<file path="config.mk">
export PLATFORM = sky130hd
export DESIGN_NAME = radix_conv_scheduler_flat
export DESIGN_NICKNAME = d
export VERILOG_FILES = /design/src/rtl/radix_conv_scheduler_if.sv /design/src/rtl/radix_conv_scheduler.sv /design/src/flat_wrapper.sv
export SDC_FILE = /design/constraint.sdc
export NUM_CORES = 1
export LEC_CHECK = 0
export CAP_MARGIN = 20
export CELL_PAD_IN_SITES_DETAIL_PLACEMENT = 1
export CELL_PAD_IN_SITES_GLOBAL_PLACEMENT = 1
export CORE_UTILIZATION = 25
export DETAILED_ROUTE_END_ITERATION = 10
export GPL_ROUTABILITY_DRIVEN = 0
export PLACE_DENSITY_LB_ADDON = 0.25
export SYNTH_ARGS = -nofsm -noshare
export SYNTH_HDL_FRONTEND = slang
export SYNTH_SLANG_ARGS = --single-unit
</file>
<file path="constraint.sdc">
create_clock -name clk -period 3.5 [get_ports clk]
set_input_delay 0.525 -clock clk [delete_from_list [all_inputs] [get_ports clk]]
set_output_delay 0.525 -clock clk [all_outputs]
set_load 0.01 [all_outputs]
</file>
<file path="src/rtl/radix_conv_scheduler_if.sv">
// Signal bundle around radix_conv_scheduler: two burst requesters, converter in/out and result stream.
// master = scheduler side, slave = requesters/converter/kernel side.
interface radix_conv_scheduler_if;
  logic        req0_valid;
  logic        req0_ready;
  logic [63:0] req0_data;
  logic        req0_last;
  logic [1:0]  req0_mode;
  logic        req1_valid;
  logic        req1_ready;
  logic [63:0] req1_data;
  logic        req1_last;
  logic [1:0]  req1_mode;
  logic [1:0]  cv_ctrl;
  logic        cv_in_valid;
  logic        cv_in_ready;
  logic [63:0] cv_in_data;
  logic        cv_out_valid;
  logic        cv_out_ready;
  logic [63:0] cv_out_data;
  logic        res_valid;
  logic        res_ready;
  logic [63:0] res_data;
  logic        res_src;
  logic        res_last;
  logic        err_mode;

  modport master (
    input  req0_valid, req0_data, req0_last, req0_mode,
    input  req1_valid, req1_data, req1_last, req1_mode,
    output req0_ready, req1_ready,
    output cv_ctrl, cv_in_valid, cv_in_data,
    input  cv_in_ready,
    input  cv_out_valid, cv_out_data,
    output cv_out_ready,
    output res_valid, res_data, res_src, res_last,
    input  res_ready,
    output err_mode
  );

  modport slave (
    output req0_valid, req0_data, req0_last, req0_mode,
    output req1_valid, req1_data, req1_last, req1_mode,
    input  req0_ready, req1_ready,
    input  cv_ctrl, cv_in_valid, cv_in_data,
    output cv_in_ready,
    output cv_out_valid, cv_out_data,
    input  cv_out_ready,
    input  res_valid, res_data, res_src, res_last,
    output res_ready,
    output err_mode
  );
endinterface

</file>
<file path="src/rtl/radix_conv_scheduler.sv">
// Round-robin burst scheduler sharing one radix converter between two requesters; switches converter
// mode only with an empty pipeline and tags each result with its source and last flag.
module radix_conv_scheduler #(
  parameter int MAX_INFLIGHT = 16,
  parameter int PURGE_CYC    = 32
) (
  input logic                   clk,
  input logic                   rst,
  radix_conv_scheduler_if.master bus
);
  localparam int CW = $clog2(MAX_INFLIGHT + 1);
  localparam int PW = (MAX_INFLIGHT > 1) ? $clog2(MAX_INFLIGHT) : 1;
  localparam int KW = $clog2(PURGE_CYC + 1);

  typedef enum logic [2:0] {S_PURGE, S_IDLE, S_DRAIN, S_STREAM, S_DROP} state_e;

  state_e          state_q, state_d;
  logic [KW-1:0]   purge_cnt_q, purge_cnt_d;
  logic [1:0]      cv_ctrl_q, cv_ctrl_d;
  logic [1:0]      gmode_q, gmode_d;
  logic            gnt_q, gnt_d;
  logic            rr_q, rr_d;
  logic            err_q, err_d;
  logic [CW-1:0]   inflight_q, inflight_d;
  logic [CW-1:0]   tag_cnt_q, tag_cnt_d;
  logic [PW-1:0]   wr_ptr_q, wr_ptr_d;
  logic [PW-1:0]   rd_ptr_q, rd_ptr_d;
  logic [1:0]      tag_q [MAX_INFLIGHT];

  logic       sel_vld, sel_last, win, win_mode_ok;
  logic [1:0] win_mode;
  logic       gate, issue, res_fire, tag_empty, tag_full, tag_push, tag_pop;

  function automatic logic [PW-1:0] ptr_inc(input logic [PW-1:0] p);
    return (p == PW'(MAX_INFLIGHT - 1)) ? '0 : p + PW'(1);
  endfunction

  assign sel_vld        = gnt_q ? bus.req1_valid : bus.req0_valid;
  assign sel_last       = gnt_q ? bus.req1_last  : bus.req0_last;
  assign bus.cv_in_data = gnt_q ? bus.req1_data  : bus.req0_data;

  // Pointer requester keeps the grant whenever it is valid; otherwise the other one takes it.
  assign win         = (rr_q ? bus.req1_valid : bus.req0_valid) ? rr_q : ~rr_q;
  assign win_mode    = win ? bus.req1_mode : bus.req0_mode;
  assign win_mode_ok = (win_mode == cv_ctrl_q) || (inflight_q == '0);

  assign tag_empty = (tag_cnt_q == '0);
  assign tag_full  = (tag_cnt_q == CW'(MAX_INFLIGHT));
  assign gate      = (inflight_q < CW'(MAX_INFLIGHT)) && !tag_full;
  assign issue     = bus.cv_in_valid && bus.cv_in_ready;
  assign res_fire  = (state_q != S_PURGE) && bus.cv_out_valid && bus.res_ready;
  // A result that passes straight through with no tag queued is labelled from the live grant instead.
  assign tag_pop   = res_fire && !tag_empty;
  assign tag_push  = issue && !(res_fire && tag_empty);

  assign bus.cv_ctrl  = cv_ctrl_q;
  assign bus.err_mode = err_q;

  always_comb begin
    state_d         = state_q;
    purge_cnt_d     = purge_cnt_q;
    cv_ctrl_d       = cv_ctrl_q;
    gmode_d         = gmode_q;
    gnt_d           = gnt_q;
    rr_d            = rr_q;
    err_d           = err_q;
    bus.cv_in_valid = 1'b0;
    bus.req0_ready  = 1'b0;
    bus.req1_ready  = 1'b0;
    case (state_q)
      S_PURGE: begin
        cv_ctrl_d = 2'd0;
        if (purge_cnt_q == KW'(PURGE_CYC - 1)) state_d = S_IDLE;
        else                                   purge_cnt_d = purge_cnt_q + KW'(1);
      end
      S_IDLE: begin
        if (bus.req0_valid || bus.req1_valid) begin
          gnt_d   = win;
          gmode_d = win_mode;
          if (win_mode == 2'd3) begin
            state_d = S_DROP;
          end else if (win_mode_ok) begin
            cv_ctrl_d = win_mode;
            state_d   = S_STREAM;
          end else begin
            state_d = S_DRAIN;
          end
        end
      end
      S_DRAIN: begin
        if (inflight_q == '0) begin
          cv_ctrl_d = gmode_q;
          state_d   = S_STREAM;
        end
      end
      S_STREAM: begin
        bus.cv_in_valid = sel_vld && gate;
        if (gnt_q) bus.req1_ready = bus.cv_in_ready && gate;
        else       bus.req0_ready = bus.cv_in_ready && gate;
        if (sel_vld && gate && bus.cv_in_ready && sel_last) begin
          state_d = S_IDLE;
          rr_d    = ~gnt_q;
        end
      end
      S_DROP: begin
        if (gnt_q) bus.req1_ready = 1'b1;
        else       bus.req0_ready = 1'b1;
        if (sel_vld) begin
          err_d = 1'b1;
          if (sel_last) begin
            state_d = S_IDLE;
            rr_d    = ~gnt_q;
          end
        end
      end
      default: state_d = S_PURGE;
    endcase
  end

  // Stale converter output during PURGE is swallowed; afterwards results stream to the kernel.
  always_comb begin
    bus.res_valid    = 1'b0;
    bus.cv_out_ready = 1'b1;
    bus.res_data     = bus.cv_out_data;
    bus.res_src      = 1'b0;
    bus.res_last     = 1'b0;
    if (state_q != S_PURGE) begin
      bus.res_valid    = bus.cv_out_valid;
      bus.cv_out_ready = bus.res_ready;
      if (tag_empty) {bus.res_src, bus.res_last} = {gnt_q, sel_last};
      else           {bus.res_src, bus.res_last} = tag_q[rd_ptr_q];
    end
  end

  always_comb begin
    inflight_d = inflight_q;
    if (issue && !res_fire)                              inflight_d = inflight_q + CW'(1);
    else if (res_fire && !issue && inflight_q != '0)     inflight_d = inflight_q - CW'(1);
    tag_cnt_d = tag_cnt_q;
    if (tag_push && !tag_pop)      tag_cnt_d = tag_cnt_q + CW'(1);
    else if (tag_pop && !tag_push) tag_cnt_d = tag_cnt_q - CW'(1);
    wr_ptr_d = tag_push ? ptr_inc(wr_ptr_q) : wr_ptr_q;
    rd_ptr_d = tag_pop  ? ptr_inc(rd_ptr_q) : rd_ptr_q;
  end

  always_ff @(posedge clk) begin
    if (rst) begin
      state_q     <= S_PURGE;
      purge_cnt_q <= '0;
      cv_ctrl_q   <= 2'd0;
      gmode_q     <= 2'd0;
      gnt_q       <= 1'b0;
      rr_q        <= 1'b0;
      err_q       <= 1'b0;
      inflight_q  <= '0;
      tag_cnt_q   <= '0;
      wr_ptr_q    <= '0;
      rd_ptr_q    <= '0;
    end else begin
      state_q     <= state_d;
      purge_cnt_q <= purge_cnt_d;
      cv_ctrl_q   <= cv_ctrl_d;
      gmode_q     <= gmode_d;
      gnt_q       <= gnt_d;
      rr_q        <= rr_d;
      err_q       <= err_d;
      inflight_q  <= inflight_d;
      tag_cnt_q   <= tag_cnt_d;
      wr_ptr_q    <= wr_ptr_d;
      rd_ptr_q    <= rd_ptr_d;
      if (tag_push) tag_q[wr_ptr_q] <= {gnt_q, sel_last};
    end
  end
endmodule

</file>
<file path="src/flat_wrapper.sv">
// flat-port wrapper written by rule: the top's interface ports become plain ports
module radix_conv_scheduler_flat 
#(
  parameter int MAX_INFLIGHT = 16,
  parameter int PURGE_CYC    = 32
)
  (clk, rst, bus_req0_valid, bus_req0_data, bus_req0_last, bus_req0_mode, bus_req1_valid, bus_req1_data, bus_req1_last, bus_req1_mode, bus_req0_ready, bus_req1_ready, bus_cv_ctrl, bus_cv_in_valid, bus_cv_in_data, bus_cv_in_ready, bus_cv_out_valid, bus_cv_out_data, bus_cv_out_ready, bus_res_valid, bus_res_data, bus_res_src, bus_res_last, bus_res_ready, bus_err_mode);
  radix_conv_scheduler_if bus_i ();
  input logic clk;
  input logic rst;
  input wire logic [$bits(bus_i.req0_valid)-1:0] bus_req0_valid;
  input wire logic [$bits(bus_i.req0_data)-1:0] bus_req0_data;
  input wire logic [$bits(bus_i.req0_last)-1:0] bus_req0_last;
  input wire logic [$bits(bus_i.req0_mode)-1:0] bus_req0_mode;
  input wire logic [$bits(bus_i.req1_valid)-1:0] bus_req1_valid;
  input wire logic [$bits(bus_i.req1_data)-1:0] bus_req1_data;
  input wire logic [$bits(bus_i.req1_last)-1:0] bus_req1_last;
  input wire logic [$bits(bus_i.req1_mode)-1:0] bus_req1_mode;
  output wire logic [$bits(bus_i.req0_ready)-1:0] bus_req0_ready;
  output wire logic [$bits(bus_i.req1_ready)-1:0] bus_req1_ready;
  output wire logic [$bits(bus_i.cv_ctrl)-1:0] bus_cv_ctrl;
  output wire logic [$bits(bus_i.cv_in_valid)-1:0] bus_cv_in_valid;
  output wire logic [$bits(bus_i.cv_in_data)-1:0] bus_cv_in_data;
  input wire logic [$bits(bus_i.cv_in_ready)-1:0] bus_cv_in_ready;
  input wire logic [$bits(bus_i.cv_out_valid)-1:0] bus_cv_out_valid;
  input wire logic [$bits(bus_i.cv_out_data)-1:0] bus_cv_out_data;
  output wire logic [$bits(bus_i.cv_out_ready)-1:0] bus_cv_out_ready;
  output wire logic [$bits(bus_i.res_valid)-1:0] bus_res_valid;
  output wire logic [$bits(bus_i.res_data)-1:0] bus_res_data;
  output wire logic [$bits(bus_i.res_src)-1:0] bus_res_src;
  output wire logic [$bits(bus_i.res_last)-1:0] bus_res_last;
  input wire logic [$bits(bus_i.res_ready)-1:0] bus_res_ready;
  output wire logic [$bits(bus_i.err_mode)-1:0] bus_err_mode;
  assign bus_i.req0_valid = bus_req0_valid;
  assign bus_i.req0_data = bus_req0_data;
  assign bus_i.req0_last = bus_req0_last;
  assign bus_i.req0_mode = bus_req0_mode;
  assign bus_i.req1_valid = bus_req1_valid;
  assign bus_i.req1_data = bus_req1_data;
  assign bus_i.req1_last = bus_req1_last;
  assign bus_i.req1_mode = bus_req1_mode;
  assign bus_req0_ready = bus_i.req0_ready;
  assign bus_req1_ready = bus_i.req1_ready;
  assign bus_cv_ctrl = bus_i.cv_ctrl;
  assign bus_cv_in_valid = bus_i.cv_in_valid;
  assign bus_cv_in_data = bus_i.cv_in_data;
  assign bus_i.cv_in_ready = bus_cv_in_ready;
  assign bus_i.cv_out_valid = bus_cv_out_valid;
  assign bus_i.cv_out_data = bus_cv_out_data;
  assign bus_cv_out_ready = bus_i.cv_out_ready;
  assign bus_res_valid = bus_i.res_valid;
  assign bus_res_data = bus_i.res_data;
  assign bus_res_src = bus_i.res_src;
  assign bus_res_last = bus_i.res_last;
  assign bus_i.res_ready = bus_res_ready;
  assign bus_err_mode = bus_i.err_mode;
  radix_conv_scheduler #(.MAX_INFLIGHT(MAX_INFLIGHT), .PURGE_CYC(PURGE_CYC)) u_core (.clk(clk), .rst(rst), .bus(bus_i));
endmodule
</file>
==> results.json <==
{
  "outcome": "finished, final reports clean",
  "ys_ff_latch": 70,
  "layout-area-overhead-vs-synth_pct": 47.6,
  "timing.critical_path.max_delay_family": "multiplexers",
  "timing.setup.critical_path_class": "reg2out",
  "fin_setup_tns_ns": 0,
  "grt_pass1_vias": 4357,
  "global_route.usage.total_pct": 20.1,
  "critical_path.most_common_cell": "sky130_fd_sc_hd__mux4_2",
  "final_cell_area_um2": 7090,
  "tritoncts.num_buffers": 9,
  "synth_cell_types": 51,
  "post_synth.cell_area_avg_um2": 10.4,
  "globalRouteOverflowTotal": 0,
  "route.final.wire_length_um": 20000,
  "holdBufCountCts": 0,
  "ys_seq_area_share_pct": 35.8,
  "ys_top_cells_by_count": "sky130_fd_sc_hd__mux2_2, sky130_fd_sc_hd__buf_4, sky130_fd_sc_hd__nor2_1",
  "synth_top_cell_by_area": "sky130_fd_sc_hd__edfxtp_1",
  "start_util_pct": 25.6,
  "fin_skew_ns": 0.00511,
  "cells_along_the_critical_path": "mux4_2 -> mux4_2 -> mux2i_1 -> nor2_1 -> clkdlybuf4s50_1",
  "async_set_or_reset_register_ratio_after_synthesis_pct": 0,
  "post-route-period-util_pct": 91.5,
  "ctsResizeCount": 0,
  "num_vias": 4091,
  "max_clock_buf_depth": 2,
  "cts_tree": "yes",
  "drt_iter0_markers": 168,
  "depth_of_the_most_critical_reg_to_reg_path": 10,
  "power.static_leakage_nw": 2.57,
  "slew_violations": 0,
  "dp.final_hpwl_um": 16800,
  "critical_path.slowest_cell": "sky130_fd_sc_hd__dfxtp_1",
  "slew-limit-headroom_pct": 30.4,
  "fp.dieArea_um2": 19800,
  "clock_tree.htree_level_count": 3,
  "synth_edf_count": 32,
  "setup-violations-final": 0,
  "endpoint_class_of_the_critical_path": "output port",
  "drt_via_density": 4.75,
  "synth_area_leaders": "sky130_fd_sc_hd__edfxtp_1, sky130_fd_sc_hd__dfxtp_1, sky130_fd_sc_hd__mux2_2, sky130_fd_sc_hd__buf_4, sky130_fd_sc_hd__mux4_2",
  "chipWidth_um": 141,
  "p_per_area_nw_per_um2": 374,
  "holdPathEnd": "u_core.gmode_q[1]",
  "grt_max_degree": 85,
  "clockRootBuffer": "sky130_fd_sc_hd__clkbuf_16",
  "clock_insertion_delay_worst_skew_ns": 0.33,
  "worstHoldPathType": "reg2reg",
  "detail_route.first_pass.iterations": 4,
  "synth_most_common_cell": "sky130_fd_sc_hd__mux2_2",
  "ant_nets": 0,
  "vdd_ir_drop_max_mv": 0.199,
  "synthesis.instances": 463,
  "place.port_buffers": 214,
  "hp-start": "u_core.gmode_q[1]",
  "post-synth-top-area-fraction_pct": 20.0,
  "path_clk_slew_ns": 0.06,
  "global_route_wire_length_before_repair_um": 28200,
  "fin_crit_ns": 3.20,
  "timing.final.hold_violations": 0,
  "dpl-instance-area_um2": 6760,
  "clock.fmax_mhz": 312,
  "critical_path.startpoint_type": "register",
  "r2r_slack_ns": 0.65,
  "crit-reg2reg-capture": "u_core.inflight_q[4]",
  "rsz0062_at_grt": "no",
  "postSynth.topFlopCell": "sky130_fd_sc_hd__dfxtp_1",
  "mappedNetlistNets": 682,
  "critPathMaxFanout": 8,
  "grt_antenna_before_repair": 7,
  "post_cts_buffers": 0,
  "cp_data_required_time_ns": 2.97,
  "cp_slowest_stage_delay_ns": 0.62,
  "placement_rows": 50,
  "dieHeight_um": 141,
  "synth.yosys.warnings": 0,
  "routed_wire_length_per_instance_um": 23.2,
  "tightestPinTransition_ns": 1.04,
  "max_cap_violations": 0,
  "crit_arrival_ns": 2.68,
  "whs_path_depth": 2,
  "drc_errors": 0,
  "io_pins": 343,
  "critical_path_buf_inv_count": 1,
  "cts.sinks": 70,
  "proportion_of_layout_cells_with_a_drive_suffix_above_1_pct": 17.7,
  "netlist_area_um2": 4800,
  "layout.nets": 836,
  "regToRegStartpoint": "u_core.state_q[0]",
  "total_core_area_um2": 18800
}
==> registers in the layout, indices dropped and copies added, names as in the netlist, named ones only <==
signal               count
u_core.tag_cnt_q         5
u_core.gmode_q           2
u_core.tag_q            32
u_core.rd_ptr_q          4
u_core.wr_ptr_q          4
u_core.inflight_q        5
u_core.state_q           3
u_core.bus.err_mode      1
u_core.purge_cnt_q       6
u_core.gnt_q             1
u_core.rr_q              1
u_core.bus.cv_ctrl       2
==> layout make-up <==
type / instances / area [µm²]
Timing Repair Buffer: 225 / 2220
Fill cell: 2088 / 11700
Sequential cell: 70 / 1730
Antenna cell: 6 / 15.0
Clock buffer: 10 / 229
Inverter: 8 / 30.0
Clock inverter: 6 / 85.1
Multi-Input combinational cell: 303 / 2490
Tap cell: 234 / 293
==> routing by layer <==
layer / routed length [µm] / vias up / GRT usage (%)
met5: 33 / - / 0
met3: 2000 / 34 / 8.08
met2: 9400 / 176 / 31.6
li1: - / 1925 / -
met1: 8010 / 1950 / 23.9
met4: 546 / 6 / 9.50
==> per-stage QoR <==
stage	utilization [%]	hold WS [ns]	power (mW)	std cells	worst slack, ns
after floorplan	-	0.460	1.35	463	0.781
after global placement	36.0	0.473	1.68	840	0.491
after detailed placement	36.0	0.491	1.70	840	0.405
after CTS	37.7	0.506	2.68	856	0.246
after global routing	37.7	0.550	2.75	856	0.154
final	37.8	0.506	2.65	862	0.299
==> layout by cell type, fill, tap and decap left out, drive strengths merged, types with 3 or more instances in the layout <==
| master | netlist | final |
|---|---|---|
| nor4 | 4 | 4 |
| a31oi | 3 | 3 |
| mux2 | 67 | 67 |
| diode | 0 | 6 |
| a21oi | 21 | 21 |
| dfxtp | 38 | 38 |
| nand3 | 7 | 7 |
| edfxtp | 32 | 32 |
| nand2b | 8 | 8 |
| and2 | 7 | 7 |
| o21ai | 6 | 6 |
| nor2 | 46 | 46 |
| a21o | 5 | 5 |
| xnor2 | 7 | 7 |
| xor2 | 7 | 7 |
| nor2b | 4 | 4 |
| mux2i | 21 | 21 |
| clkbuf | 8 | 10 |
| a211oi | 3 | 3 |
| ha | 12 | 12 |
| a211o | 3 | 3 |
| nor3 | 8 | 8 |
| and3 | 9 | 9 |
| nand2 | 18 | 18 |
| buf | 74 | 11 |
| clkdlybuf4s50 | 0 | 214 |
| inv | 8 | 9 |
| mux4 | 10 | 10 |
==> kinds of logic after synthesis <==
| group | share of synthesized area (%) |
|---|---|
| compound gates | 8.00 |
| xor+xnor | 2.55 |
| fa+ha+maj | 3.96 |
| buf+inv | 12.3 |
| flops | 35.8 |
| mux | 24.8 |
| simple gates | 12.5 |
==> how the worst max path moves through the flow <==
stage	start	to	slack [ns]	cells past startpoint
3_5_place_dp	bus_req1_valid	u_core.inflight_q[4]	0.40	11
4_1_cts	register	bus_res_last	0.25	5
2_1_floorplan	u_core.gnt_q	u_core.tag_cnt_q[4]	0.78	11
5_1_grt	register	bus_res_last	0.15	5
3_3_place_gp	bus_req1_valid	u_core.inflight_q[4]	0.49	11
6_report	register	bus_res_last	0.30	5
==> worst register-to-register path: stages (launching register included) <==
cell,delay [ns]
sky130_fd_sc_hd__dfxtp_1,0.63
sky130_fd_sc_hd__and3b_1,0.33
sky130_fd_sc_hd__and2_1,0.17
sky130_fd_sc_hd__nand3_1,0.16
sky130_fd_sc_hd__buf_4,0.22
sky130_fd_sc_hd__fa_1,0.40
sky130_fd_sc_hd__a21o_1,0.18
sky130_fd_sc_hd__a21oi_1,0.20
sky130_fd_sc_hd__mux2i_1,0.23
sky130_fd_sc_hd__xnor2_1,0.15
sky130_fd_sc_hd__nor2_1,0.06
==> report_power, final <==
| group | total [mW] | switching [mW] | internal [mW] |
|---|---|---|---|
| logic | 0.743 | 0.308 | 0.435 |
| clock network | 0.973 | 0.350 | 0.623 |
| registers | 0.935 | 0.0444 | 0.890 |
| total | 2.65 | 0.702 | 1.95 |
(Power assumes the default switching activity.)
==> RTL change 1: new RTL, config.mk and constraints unchanged <==
`PURGE_CYC` is set to 32 in 2 places; all go to 128.
--- a/src/rtl/radix_conv_scheduler.sv
+++ b/src/rtl/radix_conv_scheduler.sv
@@ -4,3 +4,3 @@
   parameter int MAX_INFLIGHT = 16,
-  parameter int PURGE_CYC    = 32
+  parameter int PURGE_CYC    = 128
 ) (
--- a/src/flat_wrapper.sv
+++ b/src/flat_wrapper.sv
@@ -4,3 +4,3 @@
   parameter int MAX_INFLIGHT = 16,
-  parameter int PURGE_CYC    = 32
+  parameter int PURGE_CYC    = 128
 )
Function: no difference found for any inputs over 10 cycles, from zero or initial values and one cycle with rst high; that may be too few to reach the edited logic, so the function may still have changed.
==> RTL change 1 against the original RTL <==
Total power increased by 6.9%. Register-to-register slack improved by 0.16 ns. Final area is 0.97% higher. Clock skew is 0.0041 ns higher. Sequential share of layout area is 0.33 points higher. Routed wire length down 4.7%. Worst setup slack lost 0.022 ns. Sequential cell count rose by 2. Area after synthesis rose by 2.1%. First-iteration DRC count fell by 20%. Critical endpoint is now bus_res_src. Largest cell class unchanged. Highest routed layer is now met4.
==> RTL change 1: results (changes against the original RTL) <==
----------------------------------------------------
[Outcome]
  Outcome ... finished, final reports clean (unchanged)

[Final layout]
  Final layout net count ... 839 (was 836)
  Top flop regs ... u_core.tag_q (32), u_core.purge_cnt_q (8) (was u_core.tag_q (32), u_core.purge_cnt_q (6))
  Number of antenna diodes ... 0 (was 6)
  Fraction of final layout cells sized beyond drive strength 1 ... 0.183 (was 0.177)

[Clock network]
  Number of CTS-inserted buffers ... 9 (unchanged)

[Synthesis]
  Distinct cell type count of the synthesized netlist ... 61 (was 51)
  Part of the Yosys area used for sequential elements ... 0.359 (was 0.358)
  Most area-consuming cells after synthesis ... sky130_fd_sc_hd__edfxtp_1 20%, sky130_fd_sc_hd__dfxtp_1 16%, sky130_fd_sc_hd__mux2_2 15% (was sky130_fd_sc_hd__edfxtp_1 20%, sky130_fd_sc_hd__dfxtp_1 16%, sky130_fd_sc_hd__mux2_2 16%)
  Synth cell count leaders ... 66 x sky130_fd_sc_hd__mux2_2, 65 x sky130_fd_sc_hd__buf_4, 51 x sky130_fd_sc_hd__nor2_1, 40 x sky130_fd_sc_hd__dfxtp_1, 32 x sky130_fd_sc_hd__edfxtp_1 (was 67 x sky130_fd_sc_hd__mux2_2, 64 x sky130_fd_sc_hd__buf_4, 45 x sky130_fd_sc_hd__nor2_1, 38 x sky130_fd_sc_hd__dfxtp_1, 32 x sky130_fd_sc_hd__edfxtp_1)
  Warnings, synthesis ... 0 (unchanged)
  Syn_nets ... 694 (was 682)

[Power]
  Worst supply voltage drop on vdd ... 0.000200 V (was 0.000199 V)
  Leakage power summed over all cells ... 0.00250 uW (was 0.00257 uW)
  Internal power ... 2050 uW (was 1950 uW)

[Place]
  Half-perimeter wire length after placement ... 15600 um (was 16800 um)

[Global route]
  Antenna violations before repair ... 0 (was 7)
  Pin count of the biggest net entering global routing ... 39 (was 85)
  Vias in the first global route ... 4480 (was 4357)
  Global-route wire length before repair ... 28100 um (was 28200 um)

[Routing]
  Via count ... 4071 (was 4091)
  Drt wl/cell ... 21.6 um (was 23.2 um)
  Iteration-0 DRC Markers ... 135 (was 168)

[Worst setup path]
  Signal arrival time at the worst endpoint ... 2.70 ns (was 2.68 ns)
  Max stage delay on crit path ... 0.66 ns (was 0.62 ns)

[Timing]
  Clock Skew ... 0.00925 ns (was 0.00511 ns)
  Measured slew at the worst slew-check pin ... 0.585 ns (was 1.04 ns)

----------------------------------------------------
==> RTL change 1: changes by cell type after synthesis, sizes merged, moves of 5 or more <==
| cell | unedited run | this run |
|---|---|---|
| clkbuf | 8 | 13 |
| mux2i | 21 | 13 |
| or3 | 1 | 6 |
| nor2 | 46 | 52 |
| and2 | 7 | 2 |
| a211oi | 3 | 12 |
| and3 | 9 | 3 |
==> RTL change 1: kinds of logic (layout without fill, tap and decap cells) <==
| kind of cell | after synthesis | after routing | share of synthesized area |
|---|---|---|---|
| muxes | 88 | 88 | 0.218 |
| and+or+nand+nor | 123 | 123 | 0.128 |
| AOI/OAI and AO/OA | 66 | 66 | 0.104 |
| DFF | 72 | 72 | 0.359 |
| xor gates and xnor gates | 15 | 15 | 0.0268 |
| buffers and inverters | 95 | 245 | 0.123 |
| adders and majority gates | 15 | 15 | 0.0413 |
==> RTL change 1: power groups by stage <==
stage                     sequential (uW)  clock (uW)  combinational [uW]
final                                 976        1000                 856
after global routing                  985        1060                 926
after CTS                             977        1030                 870
after detailed placement              994           0                 861
after global placement                992           0                 856
after floorplan                       959           0                 508
==> RTL change 1: layer usage <==
| layer | global-route usage | share of wire | up-vias |
|---|---|---|---|
| li1 | - | - | 1929 |
| met1 | 0.223 | 0.41 | 1958 |
| met2 | 0.308 | 0.47 | 163 |
| met3 | 0.0966 | 0.10 | 21 |
| met4 | 0.0430 | 0.013 | 0 |
| met5 | 0 | 0 | - |
==> RTL change 1: per-stage QoR <==
step / area [um^2] / std cells / power, uW / utilization / worst slack [ns]
final: 7160 / 884 / 2830 / 0.378 / 0.277
after global placement: 6840 / 868 / 1850 / 0.361 / 0.438
after floorplan: 4910 / 474 / 1470 / - / 0.919
after global routing: 7160 / 884 / 2970 / 0.378 / 0.0367
after detailed placement: 6840 / 868 / 1850 / 0.361 / 0.336
after CTS: 7160 / 884 / 2880 / 0.378 / 0.222
==> RTL change 1: layout make-up <==
type	instances	area, um^2	area share
Clock buffer	11	243	0.0339
Clock inverter	5	80.1	0.0112
Inverter	12	45.0	0.00629
Multi-Input combinational cell	307	2540	0.354
Sequential cell	72	1770	0.247
Tap cell	260	325	0.0454
Timing Repair Buffer	217	2160	0.302
==> RTL change 1: path summary, 6_finish.rpt <==
path                               from                     to  slack [ns]  cells past startpoint
setup / recovery                   flop            bus_res_src        0.28                      7
hold / removal    u_core.purge_cnt_q[7]  u_core.purge_cnt_q[7]        0.50                      2
setup reg to reg           u_core.gnt_q     u_core.tag_q[3][1]        0.81                      6
hold reg to reg   u_core.purge_cnt_q[7]  u_core.purge_cnt_q[7]        0.50                      2
==> RTL change 2: new RTL, same settings <==
Without the edit above. The 5 states of `state_e` get a one-hot encoding in 5 bits.
--- a/src/rtl/radix_conv_scheduler.sv
+++ b/src/rtl/radix_conv_scheduler.sv
@@ -14,3 +14,3 @@
 
-  typedef enum logic [2:0] {S_PURGE, S_IDLE, S_DRAIN, S_STREAM, S_DROP} state_e;
+  typedef enum logic [4:0] {S_PURGE = 5'b00001, S_IDLE = 5'b00010, S_DRAIN = 5'b00100, S_STREAM = 5'b01000, S_DROP = 5'b10000} state_e;
 
Function: no difference found for any inputs over 10 cycles, from zero or initial values and one cycle with rst high; not proved beyond that.
==> RTL change 2 against the original RTL <==
Sequential cell count is 2 higher. Area after synthesis grew 3.4%. Routed wire length up 7.4%. Worst setup slack gained 0.024 ns. Maximum frequency grew 0.75%. Total power fell by 16%. Final area rose by 2.1%.
==> RTL change 2: results (changes against the original RTL) <==
----------------------------------------------------
[Outcome]
  Outcome ... finished, final reports clean (unchanged)

[Synthesis]
  Most area-consuming cells after synthesis ... sky130_fd_sc_hd__edfxtp_1 19%, sky130_fd_sc_hd__dfxtp_1 16%, sky130_fd_sc_hd__mux2_2 15% (was sky130_fd_sc_hd__edfxtp_1 20%, sky130_fd_sc_hd__dfxtp_1 16%, sky130_fd_sc_hd__mux2_2 16%)
  Post-synthesis area per instance ... 10.2 um^2 (was 10.4 um^2)
  Part of the Yosys area used for sequential elements ... 0.355 (was 0.358)
  Distinct cell type count of the synthesized netlist ... 59 (was 51)

[Worst setup path]
  Launch instance of the worst register-to-register path ... u_core.gnt_q (was u_core.state_q[0])
  Worst reg-to-reg path cell count ... 11 (was 10)
  Max stage delay on crit path ... 0.66 ns (was 0.62 ns)
  Destination of the worst register-to-register timing path ... u_core.tag_cnt_q[4] (was u_core.inflight_q[4])
  Signal arrival time at the worst endpoint ... 2.65 ns (was 2.68 ns)

[Clock network]
  Clock-pin slew on the worst setup and hold paths ... 0.06 ns (about the same)

[Min path]
  Critical hold path startpoint ... u_core.purge_cnt_q[1] (was u_core.gmode_q[1])

[Place]
  Placed inst area ... 6930 um^2 (was 6760 um^2)
  DP Cell Count ... 888 (was 840)
  Half-perimeter wire length after placement ... 18400 um (was 16800 um)
  DP Worst Slack ... 0.187 ns (was 0.405 ns)

[Timing]
  Clock Skew ... 0.00564 ns (was 0.00511 ns)
  Maximum clock frequency ... 315 MHz (was 312 MHz)
  Worst slew margin relative to its limit ... 0.553 (was 0.304)

[Final layout]
  Final std cells w/o fill ... 908 (was 862)
  Final layout net count ... 854 (was 836)
  Fraction of final layout cells sized beyond drive strength 1 ... 0.180 (was 0.177)
  Number of filler instances in the final layout ... 2157 (was 2088)

[Routing]
  Drt wl/cell ... 23.6 um (was 23.2 um)
  Via count ... 4212 (was 4091)
  Iteration-0 DRC Markers ... 172 (was 168)

[Global route]
  Combined global-route utilization of all metal layers ... 0.210 (was 0.201)
  Pin count of the biggest net entering global routing ... 53 (was 85)
  Vias in the first global route ... 4406 (was 4357)

[Power]
  Leakage power summed over all cells ... 0.00250 uW (was 0.00257 uW)
  Worst supply voltage drop on vdd ... 0.000217 V (was 0.000199 V)
  Switching share of power ... 0.225 (was 0.265)

----------------------------------------------------
==> RTL change 2: changes by cell type in the layout (fill, tap and decap cells not counted), moves of 4 or more <==
| cell | delta |
|---|---|
| sky130_fd_sc_hd__buf_4 | -5 |
| sky130_fd_sc_hd__and3_1 | -5 |
| sky130_fd_sc_hd__a211oi_1 | +5 |
| sky130_fd_sc_hd__o21ai_0 | +4 |
| sky130_fd_sc_hd__mux2i_1 | -7 |
| sky130_fd_sc_hd__and2_1 | -4 |
| sky130_fd_sc_hd__nor3_1 | -4 |
| sky130_fd_sc_hd__nor2b_1 | +10 |
| sky130_fd_sc_hd__nor2_1 | +11 |
==> RTL change 2: layout make-up <==
cell class                 count  area, um^2  share of cell area
antenna                        4        10.0             0.00138
clock buffer                  13         250              0.0346
clock inverter                 3        45.0             0.00622
inverter                      11        41.3             0.00570
multi-input combinational    320        2610               0.360
sequential                    72        1770               0.244
tap                          265         332              0.0458
timing repair buffer         220        2190               0.302
==> RTL change 2: per-layer routing <==
layer  GRT usage  up-vias  part of all wire
li1            -     1974                 -
met2       0.382      193              0.53
met3      0.0805       23             0.099
met4      0.0815        0             0.030
met5           0        -                 0
met1       0.216     2022              0.34
==> RTL change 2: power groups by stage <==
| stage | clock network, uW | logic (uW) | registers, uW |
|---|---|---|---|
| CTS | 939 | 420 | 893 |
| global placement | 0 | 411 | 910 |
| finish | 912 | 415 | 893 |
| floorplan | 0 | 204 | 909 |
| detailed placement | 0 | 416 | 911 |
| global route | 971 | 445 | 894 |
==> RTL change 2: worst register-to-register path, delay by kind of cell (launching register included) <==
| kind | cells | cell delay, ns |
|---|---|---|
| compound gates | 3 | 0.55 |
| xor+xnor | 1 | 0.17 |
| fa+ha+maj | 1 | 0.31 |
| buf+inv | 1 | 0.25 |
| flops | 1 | 0.49 |
| mux | 1 | 0.40 |
| simple gates | 4 | 0.57 |
==> RTL change 2: kinds of logic after synthesis <==
| logic type | Yosys count | synth area share |
|---|---|---|
| and+or+nand+nor | 137 | 0.146 |
| buffers and inverters | 93 | 0.120 |
| muxes | 89 | 0.217 |
| DFF | 72 | 0.355 |
| AOI/OAI and AO/OA | 65 | 0.0973 |
| adders and majority gates | 15 | 0.0408 |
| xor gates and xnor gates | 14 | 0.0247 |
==> RTL change 2: worst min path at each step <==
stage | to | slack, ns | cells after the start
3_3_place_gp | u_core.purge_cnt_q[1] | 0.47 | 2
2_1_floorplan | u_core.purge_cnt_q[1] | 0.45 | 2
6_report | u_core.purge_cnt_q[1] | 0.49 | 2
3_5_place_dp | u_core.purge_cnt_q[1] | 0.48 | 2
5_1_grt | u_core.purge_cnt_q[1] | 0.53 | 2
4_1_cts | u_core.purge_cnt_q[1] | 0.49 | 2
